**config.mk**
```make
export PLATFORM = sky130hd
export DESIGN_NAME = window_firing_fsm_multi_flat
export DESIGN_NICKNAME = d
export VERILOG_FILES = /design/src/rtl/window_firing_fsm_multi_if.sv /design/src/rtl/window_firing_fsm_multi.sv /design/src/flat_wrapper.sv
export SDC_FILE = /design/constraint.sdc
export NUM_CORES = 1
export LEC_CHECK = 0
export BUFFER_PORTS_ARGS = -buffer_cell sky130_fd_sc_hd__buf_2
export CAP_MARGIN = 10
export CORE_MARGIN = 2
export CORE_UTILIZATION = 30
export DETAILED_ROUTE_END_ITERATION = 12
export SETUP_SLACK_MARGIN = 0.05
export SLEW_MARGIN = 25
export SYNTH_ARGS = -nofsm -noshare
export SYNTH_HDL_FRONTEND = slang
export SYNTH_SLANG_ARGS = --single-unit
```
**constraint.sdc**
```tcl
create_clock -name clk -period 4.95 [get_ports clk]
set_input_delay 0.99 -clock clk [delete_from_list [all_inputs] [get_ports clk]]
set_output_delay 0.99 -clock clk [all_outputs]
set_load 0.02 [all_outputs]
```
**src/rtl/window_firing_fsm_multi_if.sv**
```systemverilog
// window_firing_fsm_multi_if: parent handshake and FIFO-side signals of the window firing FSM
interface window_firing_fsm_multi_if #(
  parameter int size  = 8,
  parameter int width = 16
);
  localparam int LW = $clog2(size + 1);
  logic             start_in;
  logic [1:0]       next_mode_in;
  logic [LW-1:0]    length_in;
  logic [1:0]       command_in;
  logic [width-1:0] data_in_fifo;
  logic             out_fifo_full;
  logic             rd_in_data_fifo;
  logic             wr_out_fifo;
  logic [width-1:0] data_out;
  logic [1:0]       next_mode_out;
  logic             done_out;
  logic             error_out;
  modport master (
    output start_in, next_mode_in, length_in, command_in, data_in_fifo, out_fifo_full,
    input  rd_in_data_fifo, wr_out_fifo, data_out, next_mode_out, done_out, error_out
  );
  modport slave (
    input  start_in, next_mode_in, length_in, command_in, data_in_fifo, out_fifo_full,
    output rd_in_data_fifo, wr_out_fifo, data_out, next_mode_out, done_out, error_out
  );
endinterface

```
**src/rtl/window_firing_fsm_multi.sv**
```systemverilog
// window_firing_fsm_multi: CFDF firing FSM that loads a window, reduces it by command, and emits the result
module window_firing_fsm_multi #(
  parameter int size  = 8,
  parameter int width = 16
) (
  input logic                     clk,
  input logic                     rst,
  window_firing_fsm_multi_if.slave bus
);
  localparam int LW = $clog2(size + 1);
  localparam int AW = $clog2(size);
  typedef enum logic [2:0] {IDLE, LOAD, COMP, DRAIN, OUT_WAIT, END} state_t;
  state_t           state_q;
  logic [LW-1:0]    l_q;
  logic [1:0]       cmd_q;
  logic [1:0]       mode_q;
  logic [1:0]       nm_q;
  logic [width-1:0] acc_q;
  logic [AW-1:0]    addr_q;
  logic             vld_q;
  logic             err_q;
  logic [width-1:0] ram [size];
  logic [width-1:0] ram_q;
  logic             len_ok;
  logic             last;
  function automatic logic [width-1:0] accum(input logic [1:0] c, input logic [width-1:0] a,
                                             input logic [width-1:0] w);
    return c == 2'b00 ? a + w :
           c == 2'b01 ? (w > a ? w : a) :
           c == 2'b10 ? (w < a ? w : a) :
                        a + width'(|w);
  endfunction
  assign len_ok = bus.length_in != '0 && bus.length_in <= LW'(size);
  assign last   = addr_q == AW'(l_q - 1'b1);
  // window storage: written during LOAD, read every cycle with one-cycle latency
  always_ff @(posedge clk) begin
    if (state_q == LOAD) ram[addr_q] <= bus.data_in_fifo;
    ram_q <= ram[addr_q];
  end
  // firing FSM: mode dispatch, load/reduce sequencing, result hand-off and next-mode bookkeeping
  always_ff @(posedge clk or negedge rst) begin
    if (!rst) begin
      state_q <= IDLE;
      l_q     <= '0;
      cmd_q   <= 2'b00;
      mode_q  <= 2'b00;
      nm_q    <= 2'b00;
      acc_q   <= '0;
      addr_q  <= '0;
      vld_q   <= 1'b0;
      err_q   <= 1'b0;
    end else begin
      case (state_q)
        IDLE: if (bus.start_in) begin
          addr_q <= '0;
          vld_q  <= 1'b0;
          mode_q <= bus.next_mode_in;
          case (bus.next_mode_in)
            2'b00: if (len_ok) begin
              l_q     <= bus.length_in;
              state_q <= LOAD;
            end else begin
              err_q   <= 1'b1;
              state_q <= END;
            end
            2'b01: if (l_q != '0) begin
              cmd_q   <= bus.command_in;
              acc_q   <= bus.command_in == 2'b10 ? '1 : '0;
              state_q <= COMP;
            end else begin
              err_q   <= 1'b1;
              state_q <= END;
            end
            2'b10: state_q <= OUT_WAIT;
            default: begin
              err_q   <= 1'b1;
              state_q <= END;
            end
          endcase
        end
        LOAD: begin
          addr_q <= addr_q + 1'b1;
          if (last) state_q <= END;
        end
        COMP: begin
          addr_q <= addr_q + 1'b1;
          vld_q  <= 1'b1;
          if (vld_q) acc_q <= accum(cmd_q, acc_q, ram_q);
          if (last) state_q <= DRAIN;
        end
        DRAIN: begin
          acc_q   <= accum(cmd_q, acc_q, ram_q);
          state_q <= END;
        end
        OUT_WAIT: if (!bus.out_fifo_full) state_q <= END;
        END: begin
          if (!err_q) nm_q <= mode_q == 2'b10 ? 2'b00 : mode_q + 2'b01;
          err_q   <= 1'b0;
          state_q <= IDLE;
        end
        default: state_q <= IDLE;
      endcase
    end
  end
  assign bus.rd_in_data_fifo = state_q == LOAD;
  assign bus.wr_out_fifo     = state_q == OUT_WAIT && !bus.out_fifo_full;
  assign bus.data_out        = bus.wr_out_fifo ? acc_q : '0;
  assign bus.done_out        = state_q == END;
  assign bus.error_out       = state_q == END && err_q;
  assign bus.next_mode_out   = nm_q;
endmodule
```
**src/flat_wrapper.sv**
```systemverilog
// flat-port wrapper written by rule: the top's interface ports become plain ports
module window_firing_fsm_multi_flat 
#(
  parameter int size  = 8,
  parameter int width = 16
)
  (clk, rst, bus_start_in, bus_next_mode_in, bus_length_in, bus_command_in, bus_data_in_fifo, bus_out_fifo_full, bus_rd_in_data_fifo, bus_wr_out_fifo, bus_data_out, bus_next_mode_out, bus_done_out, bus_error_out);
  window_firing_fsm_multi_if #(.size(size), .width(width)) bus_i ();
  input logic clk;
  input logic rst;
  input wire logic [$bits(bus_i.start_in)-1:0] bus_start_in;
  input wire logic [$bits(bus_i.next_mode_in)-1:0] bus_next_mode_in;
  input wire logic [$bits(bus_i.length_in)-1:0] bus_length_in;
  input wire logic [$bits(bus_i.command_in)-1:0] bus_command_in;
  input wire logic [$bits(bus_i.data_in_fifo)-1:0] bus_data_in_fifo;
  input wire logic [$bits(bus_i.out_fifo_full)-1:0] bus_out_fifo_full;
  output wire logic [$bits(bus_i.rd_in_data_fifo)-1:0] bus_rd_in_data_fifo;
  output wire logic [$bits(bus_i.wr_out_fifo)-1:0] bus_wr_out_fifo;
  output wire logic [$bits(bus_i.data_out)-1:0] bus_data_out;
  output wire logic [$bits(bus_i.next_mode_out)-1:0] bus_next_mode_out;
  output wire logic [$bits(bus_i.done_out)-1:0] bus_done_out;
  output wire logic [$bits(bus_i.error_out)-1:0] bus_error_out;
  assign bus_i.start_in = bus_start_in;
  assign bus_i.next_mode_in = bus_next_mode_in;
  assign bus_i.length_in = bus_length_in;
  assign bus_i.command_in = bus_command_in;
  assign bus_i.data_in_fifo = bus_data_in_fifo;
  assign bus_i.out_fifo_full = bus_out_fifo_full;
  assign bus_rd_in_data_fifo = bus_i.rd_in_data_fifo;
  assign bus_wr_out_fifo = bus_i.wr_out_fifo;
  assign bus_data_out = bus_i.data_out;
  assign bus_next_mode_out = bus_i.next_mode_out;
  assign bus_done_out = bus_i.done_out;
  assign bus_error_out = bus_i.error_out;
  window_firing_fsm_multi #(.size(size), .width(width)) u_core (.clk(clk), .rst(rst), .bus(bus_i));
endmodule
```
Word level (Yosys, flattened, before mapping):

Memories as Yosys holds them, arrays and structs flattened. A register that Yosys moved wholly into a read port is not among the register bits.
Cells that the tools add are included.

* eq/ne operators: 22
* $lt $le $gt $ge: 3
* muxes and demuxes: 32
* bitwise gates (word level): 1
* $add $sub $neg: 5
* reductions and logical operators: 24

Operator list (number)
* $mux 16: 11
* $pmux 16 s3: 1
* $mux 3: 7
* $add 16x1->16: 1
* $add 16x16->16: 1
* $gt 16x16->1: 1
* $lt 16x16->1: 1
* $reduce_or 16->1: 1
* $pmux 3 s5: 1
* $reduce_and 4->1: 3
* $reduce_and 5->1: 2
* $pmux 3 s3: 1
* $eq 2x2->1 const B: 4
* $ne 2x1->1 const B: 4
* $ne 2x2->1 const B: 4
* $reduce_and 2->1: 4
* $reduce_bool 4->1: 2
* $eq 3x2->1 const B: 2
* $eq 3x3->1 const B: 2
* $mux 1: 6
* $ne 3x3->1 const B: 2
* $pmux 3 s2: 1
* $reduce_bool 2->1: 3
* $eq 2x1->1 const B: 2
* 16 further kinds: 20

* register bits: 34
* memories: 1
* RAM bits: 128
* logic and storage cells: 97
* input port bits: 28

Memory list
* u_core.ram: words 8, width 16, read ports 1, clocked after Yosys merged registers in 1, write ports 1, line window_firing_fsm_multi.sv:22 `logic [width-1:0] ram [size];`

Logic depth before layout (Yosys ltp):

Gate-level depths: netlist of run 1.

* depth in word-level cells: 7
* gate-level depth with buffers: 12
* mapped depth without buffers: 11

Least setup slack after synthesis of run 1:

No wires, ideal clock.

* kind: input to output
* start point: input port bus_out_fifo_full
* end point: output port bus_data_out[10]
* buffers on the path: 2
* stages: 4
* arrival: 1936 ps
* path slack: 2024 ps
* cell sequence: nand2b_1 clkbuf_1 clkbuf_1 nor3_1

* cells in the longest elaborated chain, start to end: 3

Ends and longest elaborated chain
* start: declaration: line flat_wrapper.sv:16 `input wire logic [$bits(bus_i.out_fifo_full)-1:0] bus_out_fifo_full;`
* $logic_not 1->1
* $logic_and 1x1->1: line window_firing_fsm_multi.sv:106 `assign bus.wr_out_fifo = state_q == OUT_WAIT && !bus.out_fifo_full;`
* $mux 16: line window_firing_fsm_multi.sv:107 `assign bus.data_out = bus.wr_out_fifo ? acc_q : '0;`
* end: declaration: line flat_wrapper.sv:19 `output wire logic [$bits(bus_i.data_out)-1:0] bus_data_out;`

Every way passes these cells.

Worst setup path in the final report of run 1:

* start point: input port bus_out_fifo_full
* end point: output port bus_data_out[11]

The elaborated chain is that of the path after synthesis.

==> results of run 1 <==
-- final timing paths --
path                              startpoint                to  slack (ns)
max                        bus_out_fifo_full  bus_data_out[11]        1.66
min                        u_core.ram[7][12]  u_core.ram_q[12]        0.48
max reg2reg                  u_core.acc_q[9]   u_core.acc_q[8]        1.81
min reg2reg                u_core.ram[7][12]  u_core.ram_q[12]        0.48
max in group asynchronous                rst  u_core.acc_q[15]        3.78
min in group asynchronous                rst  u_core.mode_q[1]        0.65
-- cell families (layout without fill, tap and decap cells) --
family,count (synthesis),count (layout),synth area share [%]
fa+ha+maj,37,37,5.43
simple gates,201,201,11.9
buf+inv,78,130,4.29
compound gates,202,202,16.1
mux,9,9,1.17
xor+xnor,32,32,3.24
flops,178,178,57.9
-- where the power goes --
group	internal [mW]	switching (mW)
logic	0.982	1.68
clock network	0.685	0.646
registers	1.90	0.362
-- area by class of cell --
class | count | area [um2]
Clock buffer | 17 | 425
Clock inverter | 15 | 170
Fill cell | 2922 | 18700
Tap cell | 384 | 480
Multi-Input combinational cell | 481 | 3330
Inverter | 38 | 143
Sequential cell | 178 | 5010
Timing Repair Buffer | 60 | 328
-- synth_stat cells, types with 4 or more instances --
library cell,instances
edfxtp_1,128
a22oi_1,65
nor2_1,44
a21oi_1,39
inv_1,38
nand2_1,37
ha_1,36
dfrtp_1,34
o21ai_0,31
nor3_1,29
xnor2_1,29
nand4_1,23
clkbuf_1,22
dfxtp_1,16
nand3_1,13
nor2b_1,13
nor4_1,10
a211oi_1,9
mux2_2,9
a221oi_1,8
o211ai_1,8
a31oi_1,6
nand2b_1,6
nor3b_1,6
o31ai_1,6
and2_1,5
and3_1,5
buf_2,5
buf_4,4
buf_6,4
-- layer usage --
layer	track usage (%)	routed length, um
met5	0	35
met4	4.83	476
met3	2.96	1060
met2	24.1	10600
met1	20.2	10300
-- registers in the layout, indices dropped and copies added (netlist names) --
register and flops:
u_core.acc_q 16, u_core.addr_q 3, u_core.bus.next_mode_out 2, u_core.cmd_q 2
u_core.err_q 1, u_core.l_q 4, u_core.mode_q 2, u_core.ram 128
u_core.ram_q 16, u_core.state_q 3, u_core.vld_q 1
-- per-stage QoR --
| step | power (mW) | util [%] |
|---|---|---|
| 2_1_floorplan | 4.13 | - |
| 3_3_place_gp | 4.87 | 32.5 |
| 3_5_place_dp | 4.89 | 32.5 |
| 4_1_cts | 6.24 | 34.6 |
| 5_1_grt | 6.63 | 34.6 |
| 6_report | 6.25 | 34.6 |
-- worst max-delay path: stages --
cell,delay (ns)
buf_2,0.09
nand2b_1,0.52
nor3_1,0.45
buf_2,0.24
==> results.cfg, run 1 <==
[global_routing]
grt_pass1_vias = 5808
grt_pass1_wl_um = 34800
grt_antenna_before_repair = 3
grtUsageTotal_pct = 14.9
grt_max_degree = 41
grt_overflow_total = 0

[placed_design]
dp_slack_ns = 1.58
io_buffers = 49
hpwl_um = 14700
gp_routability_congestion = 0.841
placedCellCount = 1141
placed_area_um2 = 9290

[job]
maxCapViolations = 0

[die]
die_h_um = 174
fp-row-count = 62
die-width_um = 174
die_area_um2 = 30200
pin_count = 50
core_region_area_um2 = 28500
start_util_pct = 30.3

[route]
vias = 6082
drt-pass1-iter-count = 5
vias_per_cell = 5.18
routed_wl_um = 22500
drc = 0
drt_iter0_drc = 509
ant_nets = 0
wl_per_cell_um = 19.1

[clock_network]
cts_tree = yes
root_buffer = clkbuf_16
post_cts_buffers = 0
h-tree-depth = 4
postCtsResizedCells = 0
cts_hold_buf = 0
clkLatencyLatePin_ns = 0.43
cts_buffers = 17
cts_buffer_depth = 2
clock-sinks = 178
path_clk_slew_ns = 0.07

[timing]
max_slew.worst_pin.slew_ns = 1.04
whs_ns = 0.479
hold_viol = 0
rsz0062_at_grt = false
setup_viol = 0
finalMaxSlewViolations = 0
period_minus_slack_ns = 3.29
fin_crit_sh_pct = 66.4
fin_tns_setup_ns = 0
relSlewSlack_pct = 30.7
fmax_mhz = 304
finalClockSkew_ns = 0.0126
worst_slack_ns = 1.66

[final_layout]
drive_above_1_share_pct = 14.8
syn_to_final_growth_pct = 14.2
fin_cells = 1173
nNetsFinal = 841
fin_area_um2 = 9890
final_cell_mix = edfxtp_1 (128), a22oi_1 (65), buf_2 (49)
final_common_cell = edfxtp_1
n_antenna_cell = 0

[synth]
synth_area_leaders = edfxtp_1 (44%), dfrtp_1 (9.8%), a22oi_1 (5.6%), ha_1 (5.2%), dfxtp_1 (3.7%)
synth_area_um2 = 8660
async_reset_ff_share_pct = 19.1
syn_area_per_cell_um2 = 11.7
ys_seq_elements = 178
ys_seq_area_share_pct = 57.9
yosysWarnings = 0
yosysTopAreaCell = edfxtp_1
synth-edff-count = 128
synth_top_area_share_pct = 44.4
synth_cell_types = 61
syn-num-nets = 802
syn-instance-count = 737
synth_ff_type = edfxtp_1

[critical_path]
path_class = in -> out
start_kind = input pin
worstPathArrival_ns = 2.30
crit_fanout = 17
worst_r2r_path_depth = 8
worstPathRequired_ns = 3.96
cp-end-kind = output port

[power_and_ir_drop]
p_leak_nw = 3.52
ir_drop_mv = 0.246
power_density_nw_per_um2 = 632

[status]
status = completed

[hold_path]
min_path_type = reg -> reg
min_path_cells = 2
Note: power is estimated with default switching activity, not from simulation.
==> run 2: changes to the inputs <==
Clock period 4.95 ns to 3.35 ns, I/O delays scaled along.
==> run 2 against run 1 <==
  * Register-to-register slack got worse by 1.4 ns
  * Setup slack lost 1.3 ns
  * Global-route usage increased by 0.41 points
==> results.cfg, run 2 (synthesized netlist as in run 1, its figures left out) <==
[status]
status = completed

[hold_path]
min_path_type = in -> async

[final_layout]
regMostFlops = u_core.ram
n_antenna_cell = 0
fill_cells = 2911
regArea_um2 = 5010
final_cell_mix = edfxtp_1 (128), a22oi_1 (65), buf_2 (49)
nNetsFinal = 857
final_common_cell = edfxtp_1
fin_util_pct = 35.1
largest_reg_flops = 128
multi_input_area_um2 = 3300
reg_top3 = u_core.ram x128, u_core.acc_q x16, u_core.ram_q x16
drive_above_1_share_pct = 16.3
syn_to_final_growth_pct = 15.7

[placed_design]
gp_routability_congestion = 0.966
io_buffers = 49
hpwl_um = 15200

[route]
ant_nets = 0
drc = 0
routed_wl_um = 23000
vias = 6233
drt_iter0_drc = 569
vias_per_cell = 5.24
drt-pass1-iter-count = 5
wl_per_cell_um = 19.3

[timing]
fmax_mhz = 336
finalMaxSlewViolations = 0
max_slew.worst_pin.slew_ns = 0.856
rsz0062_at_grt = false
finalClockSkew_ns = 0.0179
hold_viol = 0
relSlewSlack_pct = 42.9
setup_viol = 0
fin_crit_sh_pct = 89.0
fin_tns_setup_ns = 0
period_minus_slack_ns = 2.98

[die]
die_h_um = 174
pin_count = 50
fp-row-count = 62
die_area_um2 = 30200
die-width_um = 174
core_region_area_um2 = 28500
start_util_pct = 30.3

[global_routing]
use_met1_pct = 21.2
busiest_layer = met2
grtUsageMet3_pct = 2.92
grt_pass1_vias = 5925
grt_overflow_total = 0
grt_max_degree = 35
grt_antenna_before_repair = 2
grt_pass1_wl_um = 35500
grtUsageTotal_pct = 15.3
use_met2_pct = 24.8

[clock_network]
h-tree-depth = 4
clock-sinks = 178
path_clk_slew_ns = 0.08
postCtsResizedCells = 0
cts_buffers = 17
cts_buffer_depth = 2
clkLatencyLatePin_ns = 0.44
cts_hold_buf = 0
post_cts_buffers = 0
root_buffer = clkbuf_16
cts_tree = yes

[power_and_ir_drop]
p_leak_nw = 3.60
ir_drop_mv = 0.368
power_density_nw_per_um2 = 929

[critical_path]
path_class = reg -> out
start_kind = register
crit_fanout = 18
cp-end-kind = output port
worstPathRequired_ns = 2.68
worstPathArrival_ns = 2.31

[job]
maxCapViolations = 0
[run 2: final timing paths]
kind	slack, ns	from	end	cells past startpoint
setup / recovery	0.37	u_core.state_q[0]	bus_data_out[14]	3
hold / removal	0.33	rst	u_core.l_q[3]	1
setup reg to reg	0.42	u_core.acc_q[9]	u_core.acc_q[11]	8
hold reg to reg	0.47	u_core.ram[3][14]	u_core.ram_q[14]	2
max in group asynchronous	2.46	rst	u_core.acc_q[12]	1
min in group clk	0.45	bus_command_in[1]	u_core.cmd_q[1]	3
[run 2: worst max-delay path, stage by stage, from the launching register on]
cell and delay [ns]:
dfrtp_1 0.57, or2_2 0.58, nor3_1 0.47, buf_2 0.25
[run 2: area by class of cell]
class                      count  share of cell area (%)
multi-input combinational    481                    33.0
inverter                      38                    1.42
clock buffer                  17                    4.25
timing repair buffer          76                    4.47
sequential                   178                    50.1
tap                          384                    4.80
clock inverter                15                    2.01
[run 2: routing by layer]
layer,share of wire [%],vias up
met5,0.091,-
met3,6.2,24
li1,-,2912
met2,48,200
met4,1.4,4
met1,44,3093
[run 2: stage by stage]
step | instance area [um2] | setup slack, ns | hold WS (ns) | instances | total power [mW]
after floorplan | 8660 | 0.608 | 0.374 | 737 | 6.10
after global placement | 9390 | 0.501 | 0.468 | 1157 | 7.20
after detailed placement | 9390 | 0.483 | 0.471 | 1157 | 7.24
after CTS | 10000 | 0.399 | 0.376 | 1189 | 9.29
after global routing | 10000 | 0.220 | 0.410 | 1189 | 9.89
final | 10000 | 0.370 | 0.334 | 1189 | 9.30
[run 2: power breakdown]
part,internal [mW],leakage (nW),switching [mW],total [mW]
registers,2.80,1.70,0.528,3.33
clock network,1.03,0.302,1.02,2.05
logic,1.50,1.60,2.43,3.92
==> run 3: changes to the inputs <==
Settings changed: CORE_MARGIN 2 to default, CTS_BUF_LIST from default to sky130_fd_sc_hd__clkbuf_16.
==> run 3 against run 2 <==
  * Cell area grew 0.16%
  * Maximum frequency grew 0.83%
  * Non-clock buffer count grew 1
  * Critical path depth grew 5
  * Critical endpoint is now u_core.acc_q[11]
  * Flip-flop and latch count is the same
  * Critical path type is now reg -> reg
  * Setup slack gained 0.025 ns
  * Total power grew 0.85%
  * Sequential power is essentially flat
  * Die area shrank 2.3%
==> results.cfg, run 3 (synthesized netlist as in run 1, its figures left out) <==
[timing]
period_minus_slack_ns = 2.96
worst_slack_ns = 0.394
finalClockSkew_ns = 0.0157
relSlewSlack_pct = 42.2
max_slew.worst_pin.slew_ns = 0.867
rsz0062_at_grt = false
finalMaxSlewViolations = 0
fin_tns_setup_ns = 0
setup_viol = 0
whs_ns = 0.349
fin_crit_sh_pct = 88.2
hold_viol = 0
fmax_mhz = 338

[clock_network]
post_cts_buffers = 0
h-tree-depth = 4
clock-sinks = 178
clkLatencyLatePin_ns = 0.43
postCtsResizedCells = 0
path_clk_slew_ns = 0.08
root_buffer = clkbuf_16
cts_buffers = 17
cts_hold_buf = 0
cts_buffer_depth = 2
cts_tree = yes

[die]
die_area_um2 = 29500
die-width_um = 172
pin_count = 50
die_h_um = 172
start_util_pct = 30.8
core_region_area_um2 = 28100
fp-row-count = 61

[critical_path]
path_class = reg -> reg
rrSetupSlack_ns = 0.39
start_kind = register
regToRegEndpoint = u_core.acc_q[11]
worstPathArrival_ns = 3.27
worstPathRequired_ns = 3.67
cp-end-kind = register
cp-endpoint = u_core.acc_q[11]
startpoint = u_core.acc_q[8]
crit_fanout = 10
worst_r2r_path_depth = 8
reg2reg_from = u_core.acc_q[8]

[final_layout]
regMostFlops = u_core.ram
syn_to_final_growth_pct = 15.9
final_common_cell = edfxtp_1
largest_reg_flops = 128
reg_top3 = u_core.ram x128, u_core.acc_q x16, u_core.ram_q x16
final_cell_mix = edfxtp_1 (128), a22oi_1 (65), buf_2 (49)
fin_area_um2 = 10000
fin_util_pct = 35.7
drive_above_1_share_pct = 16.6
fin_cells = 1185
nNetsFinal = 858

[job]
maxCapViolations = 0

[route]
drt-pass1-iter-count = 5
vias = 6273
wl_per_cell_um = 19.5
drt_iter0_drc = 558
ant_nets = 0
routed_wl_um = 23100
drc = 0
vias_per_cell = 5.29

[global_routing]
grt_overflow_total = 0
grt_pass1_vias = 5955
grtUsageTotal_pct = 16.2
grt_antenna_before_repair = 2
grt_max_degree = 35
grt_pass1_wl_um = 35400

[placed_design]
placedCellCount = 1152
placed_area_um2 = 9390
dp_slack_ns = 0.452
io_buffers = 49
hpwl_um = 15300
gp_routability_congestion = 0.969

[status]
status = completed

[power_and_ir_drop]
p_leak_nw = 3.62
ir_drop_mv = 0.380
p_total_mw = 9.38
power_density_nw_per_um2 = 935

[hold_path]
min_path_type = in -> async
run 3: cell count changes in the layout (fill, tap and decap cells not counted), moves of 2 or more:
| cell | delta |
|---|---|
| inv_12 | +2 |
| nor2b_1 | -2 |
| nor2b_2 | +2 |
| clkinv_8 | -2 |
run 3: worst min-delay path by stage:
stage                  endpoint  cells past startpoint  slack [ns]               from
4_1_cts           u_core.l_q[2]                      1        0.38                rst
2_1_floorplan   u_core.acc_q[0]                      0        0.37                rst
5_1_grt        u_core.addr_q[1]                      1        0.41                rst
6_report       u_core.addr_q[1]                      1        0.35                rst
3_5_place_dp   u_core.ram_q[15]                      2        0.46  u_core.ram[7][15]
3_3_place_gp   u_core.ram_q[15]                      2        0.46  u_core.ram[7][15]
run 3: power breakdown:
group | switching [mW] | leakage [nW] | internal [mW]
clock | 1.06 | 0.307 | 1.05
sequential | 0.527 | 1.70 | 2.80
combinational | 2.44 | 1.60 | 1.50
run 3: cell type report:
type | instances | area (um2)
antenna | 1 | 2.50
clock buffer | 17 | 425
clock inverter | 15 | 210
fill | 2830 | 18100
inverter | 38 | 143
multi-input combinational | 481 | 3310
sequential | 178 | 5010
tap | 378 | 473
timing repair buffer | 77 | 455
run 3: layer usage:
layer  GRT usage (%)  vias up  part of all wire, %
li1                -     2925                    -
met3            2.68       26                  6.7
met2            25.9      221                   47
met4            5.19        0                  1.4
met5               0        -                    0
met1            22.3     3101                   45
run 3: worst max-delay path: stages, from the launching register on:
cell and delay, ns:
dfrtp_1 0.39, inv_1 0.14, ha_1 0.48, nand4_1 0.21
a2111o_1 0.40, a31o_1 0.25, a311o_1 0.33, buf_4 0.19
o41a_1 0.43
